File: src/rtl/lift_pkg.sv
// Shared definitions for the lift controller: floor sizing, door encoding,
// dispatcher FSM states and the round-robin floor picker.
package lift_pkg;

  localparam int NUM_FLOORS = 8;
  localparam int FLOOR_W    = 3;

  localparam logic [1:0] DOOR_CLOSED = 2'b00;
  localparam logic [1:0] DOOR_OPEN   = 2'b01;

  typedef enum logic [1:0] {
    IDLE,
    SELECT,
    PRESENT,
    FREEZE
  } disp_state_t;

  typedef struct packed {
    logic               found;
    logic [FLOOR_W-1:0] floor;
  } rr_pick_t;

  // First set bit of req at or above start, wrapping from the top floor to 0.
  // Scanning from the far end lets the nearest hit overwrite the others.
  function automatic rr_pick_t rr_pick(input logic [NUM_FLOORS-1:0] req,
                                       input logic [FLOOR_W-1:0]    start);
    rr_pick_t           pick;
    logic [FLOOR_W-1:0] idx;
    pick = '0;
    for (int k = NUM_FLOORS - 1; k >= 0; k--) begin
      idx = start + FLOOR_W'(k);
      if (req[idx]) begin
        pick.found = 1'b1;
        pick.floor = idx;
      end
    end
    return pick;
  endfunction

endpackage

File: src/rtl/call_dispatcher_if.sv
// Bundle of lift-side signals seen by the call dispatcher.
// master = lift environment (buttons, core status); slave = dispatcher.
interface call_dispatcher_if;
  import lift_pkg::*;

  logic [NUM_FLOORS-1:0] buttons;
  logic                  emergency_stop;
  logic [FLOOR_W-1:0]    current_floor;
  logic [1:0]            door;
  logic [FLOOR_W-1:0]    req_floor;
  logic                  req_valid;
  logic [NUM_FLOORS-1:0] pending;
  logic [NUM_FLOORS-1:0] lamp;

  modport master (
    output buttons, emergency_stop, current_floor, door,
    input  req_floor, req_valid, pending, lamp
  );

  modport slave (
    input  buttons, emergency_stop, current_floor, door,
    output req_floor, req_valid, pending, lamp
  );

endinterface

File: src/rtl/call_dispatcher_debouncer.sv
// One call button: 2-flop synchroniser, stability counter and a one-cycle
// pulse on each rising edge of the debounced level.
module button_debouncer #(
  parameter int DEBOUNCE_CYCLES = 4
) (
  input  logic clk,
  input  logic reset,
  input  logic btn_raw,
  output logic press
);

  logic       sync1_q, sync1_d;
  logic       sync2_q, sync2_d;
  logic       level_q, level_d;
  logic       press_q, press_d;
  logic [3:0] cnt_q,   cnt_d;

  // Count consecutive samples that disagree with the accepted level; flip on the Nth.
  always_comb begin
    // NOTE: every output gets a default first, so no path can infer a latch.
    sync1_d = btn_raw;
    sync2_d = sync1_q;
    level_d = level_q;
    cnt_d   = '0;
    press_d = 1'b0;
    if (sync2_q != level_q) begin
      if (cnt_q == 4'(DEBOUNCE_CYCLES - 1)) begin
        level_d = sync2_q;
        press_d = sync2_q;
      end else begin
        cnt_d = cnt_q + 4'd1;
      end
    end
  end

  // Synchroniser, debounce state and press pulse registers.
  always_ff @(posedge clk) begin
    // NOTE: non-blocking assignments so every flop samples pre-edge values.
    if (reset) begin
      sync1_q <= 1'b0;
      sync2_q <= 1'b0;
      level_q <= 1'b0;
      cnt_q   <= '0;
      press_q <= 1'b0;
    end else begin
      sync1_q <= sync1_d;
      sync2_q <= sync2_d;
      level_q <= level_d;
      cnt_q   <= cnt_d;
      press_q <= press_d;
    end
  end

  assign press = press_q;

endmodule

File: src/rtl/call_dispatcher.sv
// Call dispatcher: debounces floor buttons, keeps the pending-call register
// and offers pending calls to the lift core one at a time, round-robin.
module call_dispatcher
  import lift_pkg::*;
#(
  parameter int DEBOUNCE_CYCLES = 4,
  parameter int HOLD_CYCLES     = 2
) (
  input  logic              clk,
  input  logic              reset,
  call_dispatcher_if.slave  bus
);

  disp_state_t           state_q,     state_d;
  logic [FLOOR_W-1:0]    req_floor_q, req_floor_d;
  logic [FLOOR_W-1:0]    ptr_q,       ptr_d;
  logic [3:0]            hold_q,      hold_d;
  logic [NUM_FLOORS-1:0] pending_q,   pending_d;
  logic [NUM_FLOORS-1:0] press;
  logic [NUM_FLOORS-1:0] served;
  rr_pick_t              pick;

  for (genvar f = 0; f < NUM_FLOORS; f++) begin : g_btn
    button_debouncer #(
      .DEBOUNCE_CYCLES(DEBOUNCE_CYCLES)
    ) u_btn (
      .clk     (clk),
      .reset   (reset),
      .btn_raw (bus.buttons[f]),
      .press   (press[f])
    );
  end

  // Pending calls: presses set, service clears, and clear wins a tie.
  always_comb begin
    served    = (bus.door == DOOR_OPEN) ? (NUM_FLOORS'(1) << bus.current_floor) : '0;
    pending_d = (pending_q | press) & ~served;
  end

  // Dispatcher next state: emergency overrides everything, else round-robin issue.
  always_comb begin
    state_d     = state_q;
    req_floor_d = req_floor_q;
    ptr_d       = ptr_q;
    hold_d      = hold_q;
    pick        = rr_pick(pending_q, ptr_q);
    if (bus.emergency_stop) begin
      state_d = FREEZE;
    end else begin
      unique case (state_q)
        IDLE: begin
          if (|pending_q) state_d = SELECT;
        end
        SELECT: begin
          if (pick.found) begin
            req_floor_d = pick.floor;
            hold_d      = 4'(HOLD_CYCLES);
            state_d     = PRESENT;
          end else begin
            state_d = IDLE;
          end
        end
        PRESENT: begin
          hold_d = hold_q - 4'd1;
          if (hold_q == 4'd1) begin
            ptr_d   = req_floor_q + 3'd1;
            state_d = SELECT;
          end
          // A call served mid-presentation is withdrawn on the very next cycle.
          if (!pending_d[req_floor_q]) state_d = SELECT;
        end
        FREEZE: begin
          state_d = IDLE;
        end
        default: begin
          state_d = IDLE;
        end
      endcase
    end
  end

  // Dispatcher and pending-call registers.
  always_ff @(posedge clk) begin
    if (reset) begin
      state_q     <= IDLE;
      req_floor_q <= '0;
      ptr_q       <= '0;
      hold_q      <= '0;
      pending_q   <= '0;
    end else begin
      state_q     <= state_d;
      req_floor_q <= req_floor_d;
      ptr_q       <= ptr_d;
      hold_q      <= hold_d;
      pending_q   <= pending_d;
    end
  end

  assign bus.req_valid = (state_q == PRESENT);
  assign bus.req_floor = req_floor_q;
  assign bus.pending   = pending_q;
  assign bus.lamp      = pending_q;

endmodule

File: src/flat_wrapper.sv
// flat-port wrapper written by rule: the top's interface ports become plain ports
module call_dispatcher_flat import lift_pkg::*;
#(
  parameter int DEBOUNCE_CYCLES = 4,
  parameter int HOLD_CYCLES     = 2
)
  (clk, reset, bus_buttons, bus_emergency_stop, bus_current_floor, bus_door, bus_req_floor, bus_req_valid, bus_pending, bus_lamp);
  call_dispatcher_if bus_i ();
  input  logic clk;
  input  logic reset;
  input wire logic [$bits(bus_i.buttons)-1:0] bus_buttons;
  input wire logic [$bits(bus_i.emergency_stop)-1:0] bus_emergency_stop;
  input wire logic [$bits(bus_i.current_floor)-1:0] bus_current_floor;
  input wire logic [$bits(bus_i.door)-1:0] bus_door;
  output wire logic [$bits(bus_i.req_floor)-1:0] bus_req_floor;
  output wire logic [$bits(bus_i.req_valid)-1:0] bus_req_valid;
  output wire logic [$bits(bus_i.pending)-1:0] bus_pending;
  output wire logic [$bits(bus_i.lamp)-1:0] bus_lamp;
  assign bus_i.buttons = bus_buttons;
  assign bus_i.emergency_stop = bus_emergency_stop;
  assign bus_i.current_floor = bus_current_floor;
  assign bus_i.door = bus_door;
  assign bus_req_floor = bus_i.req_floor;
  assign bus_req_valid = bus_i.req_valid;
  assign bus_pending = bus_i.pending;
  assign bus_lamp = bus_i.lamp;
  call_dispatcher #(.DEBOUNCE_CYCLES(DEBOUNCE_CYCLES), .HOLD_CYCLES(HOLD_CYCLES)) u_core (.clk(clk), .reset(reset), .bus(bus_i));
endmodule
File: config.mk
export PLATFORM = sky130hd
export DESIGN_NAME = call_dispatcher_flat
export DESIGN_NICKNAME = d
export VERILOG_FILES = /design/src/rtl/lift_pkg.sv /design/src/rtl/call_dispatcher_if.sv /design/src/rtl/call_dispatcher_debouncer.sv /design/src/rtl/call_dispatcher.sv /design/src/flat_wrapper.sv
export SDC_FILE = /design/constraint.sdc
export NUM_CORES = 1
export LEC_CHECK = 0
export ABC_CLOCK_PERIOD_IN_PS = 4750
export CORE_MARGIN = 3
export CORE_UTILIZATION = 60
export CTS_BUF_LIST = sky130_fd_sc_hd__clkbuf_8 sky130_fd_sc_hd__clkbuf_16
export DETAILED_ROUTE_END_ITERATION = 16
export PLACE_DENSITY = 0.94
export SETUP_SLACK_MARGIN = 0.1
export SLEW_MARGIN = 20
export SYNTH_ARGS = -nofsm -noshare
export SYNTH_HDL_FRONTEND = slang
export SYNTH_SLANG_ARGS = --single-unit
File: constraint.sdc
create_clock -name clk -period 4.75 [get_ports clk]
set_input_delay 0.95 -clock clk [delete_from_list [all_inputs] [get_ports clk]]
set_output_delay 0.95 -clock clk [all_outputs]
set_load 0.005 [all_outputs]
* Yosys cells after proc, flatten, opt, wreduce, memory -nomap -nowiden
Index checks and enable logic that the tools add are counted.
** Storage, ports and cells
- Register bits after elaboration :: 84
- Output and inout bits :: 20
- Input port bits :: 16
- Logic and storage cells :: 182
** Operators by class
- Equal/unequal tests :: 24
- Mux-type cells :: 35
- Add/subtract/negate cells :: 17
- Order comparisons :: 9
- Reductions and logical operators :: 31
- Bitwise logic cells :: 20
- Shift-type cells :: 1
** Operator list (count)
- OR reduction 3 bit :: 16
- < comparator 3 x 4 -> 1 bit (second input constant) :: 9
- 2-to-1 mux 4 bit :: 9
- adder 4 x 1 -> 4 bit (second input constant) :: 8
- equality test 4 x 2 -> 1 bit (second input constant) :: 8
- binary-select mux 1 bit (select 3 bit) :: 9
- AND reduction 2 bit :: 9
- inverter 1 bit :: 17
- adder 3 bit (second input constant) :: 4
- 2-to-1 mux 2 bit :: 5
- 2-to-1 mux 1 bit :: 9
- AND reduction 3 bit :: 3
- bitwise AND 8 bit :: 1
- 2-to-1 mux 8 bit :: 1
- inequality test 1 bit :: 8
- inverter 8 bit :: 1
- bitwise OR 8 bit :: 1
- one-hot mux 2 bit (4 select lines) :: 1
- one-hot mux 4 bit (2 select lines) :: 1
- OR reduction 8 bit :: 1
- left shift 1 x 3 -> 8 bit (first input constant) :: 1
- adder 3 x 1 -> 3 bit (second input constant) :: 2
- adder 3 x 2 -> 3 bit (second input constant) :: 2
- equality test 2 x 1 -> 1 bit (second input constant) :: 2
- other kinds (8) :: 9

* Logic depth before layout (Yosys ltp)
Gate-level depths: netlist (run 1).
- Word-level depth :: 14
- Gate-level depth with buffers :: 11
- Mapped depth without buffers :: 8

* Cells and area by module
A second synthesis (run 1) with hierarchy kept.
** Unflattened totals
- Cells, all modules :: 442
- Area total of the unflattened synthesis :: 4295.4 um^2
** Modules (own cells, without submodules)
- button_debouncer :: instances 8, area each 284.0 um^2, cells an instance 26, sequential area each 160.2 um^2
- call_dispatcher :: instances 1, area each 2023.2 um^2, cells an instance 234, sequential area each 400.4 um^2

* Least setup slack after synthesis (run 1)
OpenSTA, ideal clock, no wires.
- Path type :: reg2reg
- From :: register u_core.ptr_q[0]
- To :: register u_core.req_floor_q[0] (netlist: u_core.bus.req_floor[0])
- Buffers on the path :: 2
- Path slack :: 1828 ps
- Data required time :: 4631 ps
- Data arrival time :: 2803 ps
- Stages on the path, launching flop included :: 10
- Period minus slack after synthesis :: 2922 ps
- Setup time :: 119 ps
- Cell sequence :: dfxtp_1 -> buf_6 -> clkinv_1 -> ha_1 -> clkbuf_1 -> mux4_2 -> or4_4 -> and3_1 -> a21bo_1 -> o221a_2
** Between the ends
- Cells in the longest elaborated chain, start to end :: 12
- Elaborated cells on any way between the ends :: 32
- Classes of those cells :: add/sub (7); mux (24); reduce/logical (1)
** RTL lines
- start: declaration :: line call_dispatcher.sv:16 : logic [FLOOR_W-1:0] ptr_q, ptr_d;
- start signal: assignment :: line call_dispatcher.sv:93 : ptr_q <= ptr_d;
- adder 3 bit :: line lift_pkg.sv:31 : idx = start + FLOOR_W'(k);
- binary-select mux 1 bit (select 3 bit) :: line lift_pkg.sv:32 : if (req[idx]) begin
- 2-to-1 mux 1 bit (not written as such) :: line lift_pkg.sv:32
- 2-to-1 mux 4 bit (7 in a row) :: line lift_pkg.sv:32
- 2-to-1 mux 4 bit (*) :: line lift_pkg.sv:32
- AND reduction 3 bit (no source line)
- end signal: assignment :: line call_dispatcher.sv:92 : req_floor_q <= req_floor_d;
- end: declaration :: line call_dispatcher.sv:15 : logic [FLOOR_W-1:0] req_floor_q, req_floor_d;
Mark *: on every way between the ends. The rest lies on a longest branch, timed or not. The select of a mux whose other input is x is not followed.
A chain may end at the register's enable or synchronous reset.

* Final worst setup path (run 1)
- From :: register u_core.ptr_q[1]
- To :: register u_core.req_floor_q[1] (netlist: u_core.bus.req_floor[1])
Same word-level chain as after synthesis.

==> flow_results.org, run 1 <==
** Detailed routing
- Remaining routing DRC violations :: 0
- The final layout contains routed wiring with a total length of ~8.2 mm.
- Routed metal-1 wire length :: 3.53 mm
- Max layer used :: met4
- Using the TritonRoute via totals, the vias-per-cell ratio works out to between 5 and 6.
- The first TritonRoute pass finished after 4 iterations.
- Detail Route met3 WL :: about 380 um
- Met2 wirelength from detailed routing :: between 4 and 5 mm
- Drt wl/cell :: 15.6 um
- In this run the remaining antenna-violating nets after routing total 0.
- The routed layout has about 3100 vias.
- In this run, the number of DRC markers left after iteration 0 of detailed routing was between 150 and 200.

** Cells and area
- Fraction of layout instances using a drive strength above 1 :: ~10%
- Counting the fill cells in the layout gives approximately 470.
- Most common cell after layout, fill and taps aside :: sky130_fd_sc_hd__dfxtp_1
- Antenna Diode Count :: 0
- Register cell area after layout :: 0.00168 mm2
- From synthesis to final layout, the design area changed by 12.4%.
- Final-stage net count :: ~480
- In the layout the commonest cells are 84 x sky130_fd_sc_hd__dfxtp_1, 65 x sky130_fd_sc_hd__nor2_1, 34 x sky130_fd_sc_hd__clkdlybuf4s50_1.
- In the final layout, the multi-input gates occupy between 0.002 and 0.0025 mm2.

** Critical path
- STA classifies the critical path startpoint as a register.
- Type of destination of the critical path :: register
- Data on the critical path arrives at its endpoint at ~3.7 ns.
- Counting cells, the worst reg-to-reg path comes to 8.
- Required time at the worst-slack endpoint :: about 5 ns
- In this run the worst path has a maximum fanout of 17.
- Startpoint of the most critical setup path :: u_core.ptr_q[1]$_SDFFE_PP0P_
- In this run the critical register-to-register path is launched from u_core.ptr_q[1]$_SDFFE_PP0P_.
- Type of the worst setup path :: reg -> reg

** Power
- Leak pwr :: 1.79 nW
- Overall Power :: 1.31 mW
- In this run the power density over the cells is around 280 mW/mm2.
- Largest voltage drop on the vdd net :: about 0.00031 V

** Synthesis
- The share of the Yosys chip area taken by registers is between 40% and 50%.
- Synth Warn # :: 0
- After synthesis, the mean cell area works out to between 9 and 10 um2.
- Top_reg_cell synth :: sky130_fd_sc_hd__dfxtp_1
- Nets in the synthesized netlist :: 457
- Counting flops with a built-in enable in the synthesized netlist gives 0.
- In this run, synthesis produced a sequential element count of between 80 and 90.
- Cell area after synthesis :: between 0.004 and 0.005 mm2
- The netlist uses 60 different library cells.
- In the synthesized netlist the async set-or-reset flop fraction comes to 0%.
- Counting every instance in the synthesized netlist gives around 420.

** Placement
- The congestion estimate from routability-driven global placement came to between 0.9 and 1.
- Sum of net half-perimeters after detailed placement :: 5.80 mm
- Count of buffers inserted at the top-level ports :: 35
- Worst setup timing slack at the placement stage :: roughly 1.4 ns

** STA
- For the final database, setup skew stands at around 0.013 ns.
- The worst path needs approximately 3.4 ns of the cycle, external delays included.
- Setup slack of the critical path after layout :: 1.33 ns
- Setup violations remaining at the end of the flow were counted as 0.
- Total negative slack for setup checks :: 0 ns
- Max Fclk :: about 300 MHz
- The final number of max-transition violations is 0.
- Worst Max-Slew Pin Slew :: between 0.9 and 1 ns
- Tcrit/Tclk final :: 71.9%
- Worst slew margin relative to its limit :: a little under two fifths
- Total count of hold-check failures in the final report :: 0
- Setup repair after global routing left no endpoint under its margin.

** Floorplan
- Row count :: 29
- After floorplanning, the core was sized to cover about 0.0065 mm2.
- The floorplan step defined a die boundary enclosing around 0.008 mm2.
- From left edge to right edge, the die measures 89.5 um.
- Measured along the y axis, the die boundary spans 89.5 um.
- During I/O placement, the number of pins put on the boundary was 36.
- Initial core utilization :: around 64%

** Clock network
- Post-CTS Setup Repair Bufs :: 0
- Clock tree synthesis inserted a total of 9 buffers.
- TritonCTS built the clock tree.
- Maximum count of clock buffers along a single path :: 2
- For the worst-skew pair, the clock arrives at the later sink with an insertion delay of roughly 0.35 ns.
- Clock-pin slew was measured on the worst setup and hold paths at ~0.090 ns.
- Number of buffers added to fix hold violations after cts :: 0
- The cell sitting at the root of the clock tree is a sky130_fd_sc_hd__clkbuf_8.
- Cells resized by post-CTS repair :: 0
- Deepest level of the CTS H-tree :: 3
- Number of clock sinks :: 84

** Global routing
- The initial antenna violation count was 0.
- Vias in the first global route :: 3090
- Entering global routing, the biggest net connects between 50 and 60 pins.
- GRT Util Overall :: between 20 and 25%
- GRT overflow :: 0
- The first global-routing pass estimated 14.0 mm of wire.

** Min path
- The path class of the tightest hold or removal check is reg -> reg.
- Along the worst hold path, the cell count comes to 1.
- Hold Path Origin :: u_core.g_btn[6].u_btn.sync1_q$_SDFF_PP0_

** Run status
- Result of the run :: finished, final reports clean

** Run
- Number of max-capacitance violations reported :: 0
[stage by stage]
stage          area [um2]  std cells  hold slack, ns  util (%)
6_report             4700        528           0.449      71.9
5_1_grt              4700        528           0.464      71.9
4_1_cts              4700        528           0.448      71.9
3_5_place_dp         4500        512           0.430      68.8
3_3_place_gp         4500        512           0.417      68.8
2_1_floorplan        4180        424           0.414         -
[final timing paths]
kind,end,slack (ns)
max reg2reg,u_core.bus.req_floor[1]$_SDFFE_PP0P_,1.33
min reg2reg,u_core.g_btn[6].u_btn.sync2_q$_SDFF_PP0_,0.45
max,u_core.bus.req_floor[1]$_SDFFE_PP0P_,1.33
min,u_core.g_btn[6].u_btn.sync2_q$_SDFF_PP0_,0.45
[per-layer routing]
layer	vias up	track usage, %
li1	1548	-
met1	1494	27.9
met2	90	39.0
met3	13	4.88
met4	0	8.39
met5	-	0
[critical path, cell delays in order, from the launching register on]
cell and delay [ns]:
sky130_fd_sc_hd__dfxtp_1 0.73, sky130_fd_sc_hd__inv_1 0.21, sky130_fd_sc_hd__ha_1 0.67, sky130_fd_sc_hd__mux4_1 0.50, sky130_fd_sc_hd__or4_4 0.61, sky130_fd_sc_hd__nor2_4 0.16
sky130_fd_sc_hd__nor3_2 0.09, sky130_fd_sc_hd__and2_4 0.15, sky130_fd_sc_hd__a311oi_1 0.23
[cells in the mapped netlist, types with 7 or more instances]
cell / count / area [um2]
sky130_fd_sc_hd__dfxtp_1: 84 / 1680
sky130_fd_sc_hd__nor2_1: 65 / 244
sky130_fd_sc_hd__mux2i_1: 21 / 210
sky130_fd_sc_hd__inv_1: 18 / 67.6
sky130_fd_sc_hd__xnor2_1: 18 / 158
sky130_fd_sc_hd__ha_1: 17 / 213
sky130_fd_sc_hd__nor2b_1: 17 / 106
sky130_fd_sc_hd__nand3_1: 14 / 70.1
sky130_fd_sc_hd__nor3b_1: 13 / 97.6
sky130_fd_sc_hd__clkbuf_1: 12 / 45.0
sky130_fd_sc_hd__a21oi_1: 10 / 50.1
sky130_fd_sc_hd__mux4_2: 10 / 225
sky130_fd_sc_hd__or3_1: 10 / 62.6
sky130_fd_sc_hd__and3_1: 9 / 56.3
sky130_fd_sc_hd__xor2_1: 9 / 78.8
sky130_fd_sc_hd__buf_4: 8 / 60.1
sky130_fd_sc_hd__mux2_2: 7 / 78.8
sky130_fd_sc_hd__nand2b_1: 7 / 43.8
sky130_fd_sc_hd__o22ai_1: 7 / 43.8
[registers in the layout (all words and copies together) (netlist names)]
register,count
u_core.g_btn.u_btn.level_q,8
u_core.g_btn.u_btn.press,8
u_core.bus.lamp,8
u_core.g_btn.u_btn.sync2_q,8
u_core.bus.req_floor,3
u_core.ptr_q,3
u_core.hold_q,4
u_core.g_btn.u_btn.cnt_q,32
u_core.state_q,2
u_core.g_btn.u_btn.sync1_q,8
[cells by family after synthesis]
kind of cell	synth area share, %
AO/OA/AOI/OAI	8.92
XOR/XNOR	6.05
flip-flops	40.2
multiplexers	14.2
adder cells (fa/ha/maj)	5.09
buffers and inverters	4.91
AND/OR/NAND/NOR	20.6
[where the power goes]
group | internal, mW | total [mW] | leakage (nW) | switching (mW)
sequential | 0.716 | 0.724 | 0.681 | 0.00843
clock | 0.250 | 0.516 | 0.105 | 0.265
combinational | 0.0337 | 0.0694 | 1.01 | 0.0357
[final cells by class]
cell class | instances | area share, %
clock inverters | 7 | 1.68
repair buffers | 36 | 7.51
well taps | 77 | 2.05
flip-flops and latches | 84 | 35.8
inverters | 19 | 1.52
multi-input cells | 296 | 48.8
clock buffers | 9 | 2.64
No activity file was read; power rests on OpenSTA's default activity.
==> inputs of run 2 (changes only) <==
--- a/config.mk
+++ b/config.mk
@@ -5,12 +5,12 @@
 export SDC_FILE = /design/constraint.sdc
 export NUM_CORES = 1
 export LEC_CHECK = 0
-export ABC_CLOCK_PERIOD_IN_PS = 4750
+export ABC_CLOCK_PERIOD_IN_PS = 3000
 export CORE_MARGIN = 3
-export CORE_UTILIZATION = 60
+export CORE_UTILIZATION = 52
 export CTS_BUF_LIST = sky130_fd_sc_hd__clkbuf_8 sky130_fd_sc_hd__clkbuf_16
 export DETAILED_ROUTE_END_ITERATION = 16
-export PLACE_DENSITY = 0.94
+export PLACE_DENSITY = 0.88
 export SETUP_SLACK_MARGIN = 0.1
 export SLEW_MARGIN = 20
 export SYNTH_ARGS = -nofsm -noshare
==> constraint.sdc (replaced) <==
create_clock -name clk -period 3 [get_ports clk]
set_input_delay 0.6 -clock clk [delete_from_list [all_inputs] [get_ports clk]]
set_output_delay 0.6 -clock clk [all_outputs]
set_load 0.005 [all_outputs]
==> flow_results.org, run 2 (synthesis gave the netlist of run 1 again) <==
** Detailed routing
- The routed wire length is 8.29 mm (+0.50%).
- The total DRC errors in the routed layout came to 0 (unchanged).
- The detailed route wirelength on metal2 is 4.19 mm (-0.69%).
- The per-cell via count in the routed design came to 5.76 (-3.3%).
- Detail Route met3 WL :: 483 um (+26%)
- The number of DRC markers in iteration 0 was 155 (-3.1%).
- The total iterations of the first detailed-routing run came to 5 (+1).
- Drt wl/cell :: 14.8 um (-5.2%)
- Antenna-violating nets left :: 0 (unchanged)
- Routed metal-1 wire length :: 3.42 mm (-3.1%)
- Signal routing reaches up to met4.
- Via count :: 3227 (+2.6%)

** Run
- Number of max-capacitance violations reported :: 0 (unchanged)

** Cells and area
- Register ranked first by flip-flop count :: u_core.g_btn.u_btn.cnt_q
- Compared with the post-synthesis result, the final layout area differs by 13.8%.
- Layout fillers :: 631 (+35%)
- Multi-input gate area :: 0.00229 mm2 (unchanged)
- Final-stage net count :: 486 (+1.5%)
- The flip-flop count of the largest register, all copies and words added is 32 (unchanged).
- In the layout the commonest cells are 84 x sky130_fd_sc_hd__dfxtp_1, 65 x sky130_fd_sc_hd__nor2_1, 34 x sky130_fd_sc_hd__clkdlybuf4s50_1.
- Most common cell after layout, fill and taps aside :: sky130_fd_sc_hd__dfxtp_1
- Antenna Diode Count :: 0 (unchanged)
- Fraction of layout instances using a drive strength above 1 :: 11.1% (+1.2 points)
- Register cell area after layout :: 0.00168 mm2 (unchanged)
- Post-route standard cell area excluding fillers :: 0.00476 mm2 (+1.2%)

** Clock network
- The maximum clock insertion buffer count came to 2 (unchanged).
- CTS Buf Count :: 9 (unchanged)
- The clock sink total is 84 (unchanged).
- Clock-pin slew reported for the worst setup and hold paths after clock tree synthesis :: 0.09 ns (about the same)
- Clock tree synthesis selected as its root buffer the cell sky130_fd_sc_hd__clkbuf_8.
- The H-tree depth reported by CTS came to 3 (unchanged).
- TritonCTS built the clock tree.
- Clock insertion delay at the later pin of the skew report :: 0.35 ns (about the same)

** Floorplan
- The horizontal extent of the die came to 95.7 um (+6.9%).
- Die Height :: 95.7 um (+6.9%)
- The floorplan die area was 0.00915 mm2 (+14%).
- Row count :: 32 (+10%)
- Initial core utilization :: 53.8% (-10 points)
- Ports placed on the boundary :: 36 (unchanged)
- The standard cell core area was 0.00777 mm2 (+19%).

** Global routing
- Number of antenna violations at the first check in global routing :: 0 (unchanged)
- The first-pass GRT wire length is 14.2 mm (+0.88%).
- Vias in the first global route :: 3166 (+2.5%)
- GRT overflow :: 0 (unchanged)
- Maximum number of pins on one net before global-route repair :: 31 (-47%)
- GRT Util Overall :: 19.6% (-3.1 points)

** Placement
- The placed wire-length estimate after detailed placement is 6.03 mm (+4.0%).
- Routability congestion estimate from global placement :: 0.942 (-1.6%)
- The quantity of I/O buffers inserted on ports is 35 (unchanged).
- Post-place instance area :: 0.00458 mm2 (+1.9%)

** STA
- Final number of max-transition violations :: 0 (unchanged)
- Tcrit/Tclk final :: 90.3% (+18 points)
- Worst clock skew :: 0.00897 ns (-0.00395 ns)
- Setup repair after global routing left no endpoint under its margin.
- Worst slew margin relative to its limit :: 59.6% (+22 points)
- Max Fclk :: 369 MHz (+26%)
- The minimum clock period after layout was 2.71 ns (-0.708 ns).
- The total negative slack came to 0 ns (unchanged).
- The number of hold-slack violations in the final timing report is 0 (unchanged).
- The actual transition at the worst max-transition pin is 0.598 ns (-0.337 ns).
- Final setup violation count :: 0 (unchanged)

** Critical path
- The signal on the critical path passes through inv_1 -> ha_1 -> mux4_2 -> or4_4 -> nor2_4 -> nor3_2 -> and2_4 -> a311oi_1.
- The delay of the slowest critical-path stage came to 0.58 ns (-0.15 ns).
- The data required time of the critical path came to 3.26 ns (-1.76 ns).
- The setup path with the least slack is of type reg -> reg.
- The maximum net fanout on the critical path came to 7 (-10).
- Master of the slowest instance on the critical path :: sky130_fd_sc_hd__mux4_2
- The internal reg-to-reg setup slack was 0.29 ns (-1.04 ns).
- In this run the critical register-to-register path is launched from u_core.ptr_q[1]$_SDFFE_PP0P_.
- Buffers plus inverters on the worst setup path :: 1 (unchanged)
- Terminus of the critical flop-to-flop path :: u_core.bus.req_floor[1]$_SDFFE_PP0P_
- The length in cells of the worst reg-to-reg path was 8 (unchanged).
- Family with the most delay on the worst path :: simple AND/OR/NAND/NOR gates
- The worst setup path is captured at a register.
- Type of element launching the critical path :: register
- The data arrival time of the worst path is 2.97 ns (-0.71 ns).

** Min path
- Hold Path Sink :: u_core.g_btn[1].u_btn.sync2_q$_SDFF_PP0_
- In this run the most critical hold path is launched from u_core.g_btn[1].u_btn.sync1_q$_SDFF_PP0_.
- Number of stages on the worst hold path :: 1 (unchanged)
- The worst hold path belongs to the class reg -> reg.

** Run status
- Result of the run :: finished, final reports clean

** Power
- Leak pwr :: 1.81 nW (+0.79%)
- Largest voltage drop on the vdd net :: 0.000310 V (-0.97%)
- The total power density per cell area came to 416 mW/mm2 (+49%).
-- run 2: cell count changes in the layout (fill, tap and decap cells not counted), sizes merged --
cell      before  now
buf            2    9
clkinvlp       0    3
bufinv         1    0
clkinv         3    2
inv           22   21
-- run 2: metrics by stage --
step | power, mW | instances | hold WS, ns | util [%] | worst slack [ns]
CTS | 1.99 | 560 | 0.444 | 61.2 | 0.149
global route | 2.07 | 560 | 0.459 | 61.2 | 0.122
global placement | 1.28 | 544 | 0.418 | 59.0 | 0.209
finish | 1.98 | 560 | 0.444 | 61.2 | 0.291
detailed placement | 1.28 | 544 | 0.432 | 59.0 | 0.126
floorplan | 1.24 | 424 | 0.414 | - | 0.166
-- run 2: report_power, final --
| group | switching (mW) | total [mW] | internal (mW) |
|---|---|---|---|
| logic | 0.0570 | 0.112 | 0.0546 |
| registers | 0.0133 | 1.15 | 1.13 |
| clock network | 0.415 | 0.719 | 0.305 |
| total | 0.485 | 1.98 | 1.49 |
-- run 2: how the worst max path moves through the flow --
stage                                  from                                   end  slack [ns]  depth (start not counted)
4_1_cts        u_core.ptr_q[0]$_SDFFE_PP0P_  u_core.bus.req_floor[0]$_SDFFE_PP0P_        0.15                          8
3_5_place_dp                    bus_door[1]        u_core.state_q[1]$_SDFFE_PP0P_        0.13                          7
3_3_place_gp                    bus_door[0]        u_core.state_q[0]$_SDFFE_PP0P_        0.21                          7
5_1_grt        u_core.ptr_q[1]$_SDFFE_PP0P_  u_core.bus.req_floor[1]$_SDFFE_PP0P_        0.12                          8
2_1_floorplan  u_core.ptr_q[0]$_SDFFE_PP0P_  u_core.bus.req_floor[0]$_SDFFE_PP0P_        0.17                          9
6_report       u_core.ptr_q[1]$_SDFFE_PP0P_  u_core.bus.req_floor[1]$_SDFFE_PP0P_        0.29                          8
-- run 2: metal layers --
layer  vias up  global-route usage (%)
li1       1563                       -
met1      1522                    23.4
met2       123                    34.1
met3        19                    3.71
met4         0                    8.65
met5         -                       0
-- run 2: layout make-up --
| class | instances | share of cell area [%] |
|---|---|---|
| clock inverter | 7 | 1.10 |
| inverter | 19 | 1.50 |
| multi-input combinational | 296 | 48.2 |
| timing repair buffer | 43 | 8.52 |
| clock buffer | 9 | 2.60 |
| tap | 102 | 2.68 |
| sequential | 84 | 35.4 |
-- run 2: repair_timing --
action | CTS | global route
setup buffers | 0 | 0
endpoints found under the setup margin | 0 | 1
resized for setup | 0 | 1
hold buffers | 0 | 0
-- run 2: worst reg2reg max path, delay by kind of cell (launching register included) --
kind	cells	cell delay, ns
flops	1	0.36
simple gates	4	0.87
mux	1	0.58
buf+inv	1	0.12
fa+ha+maj	1	0.44
compound gates	1	0.26
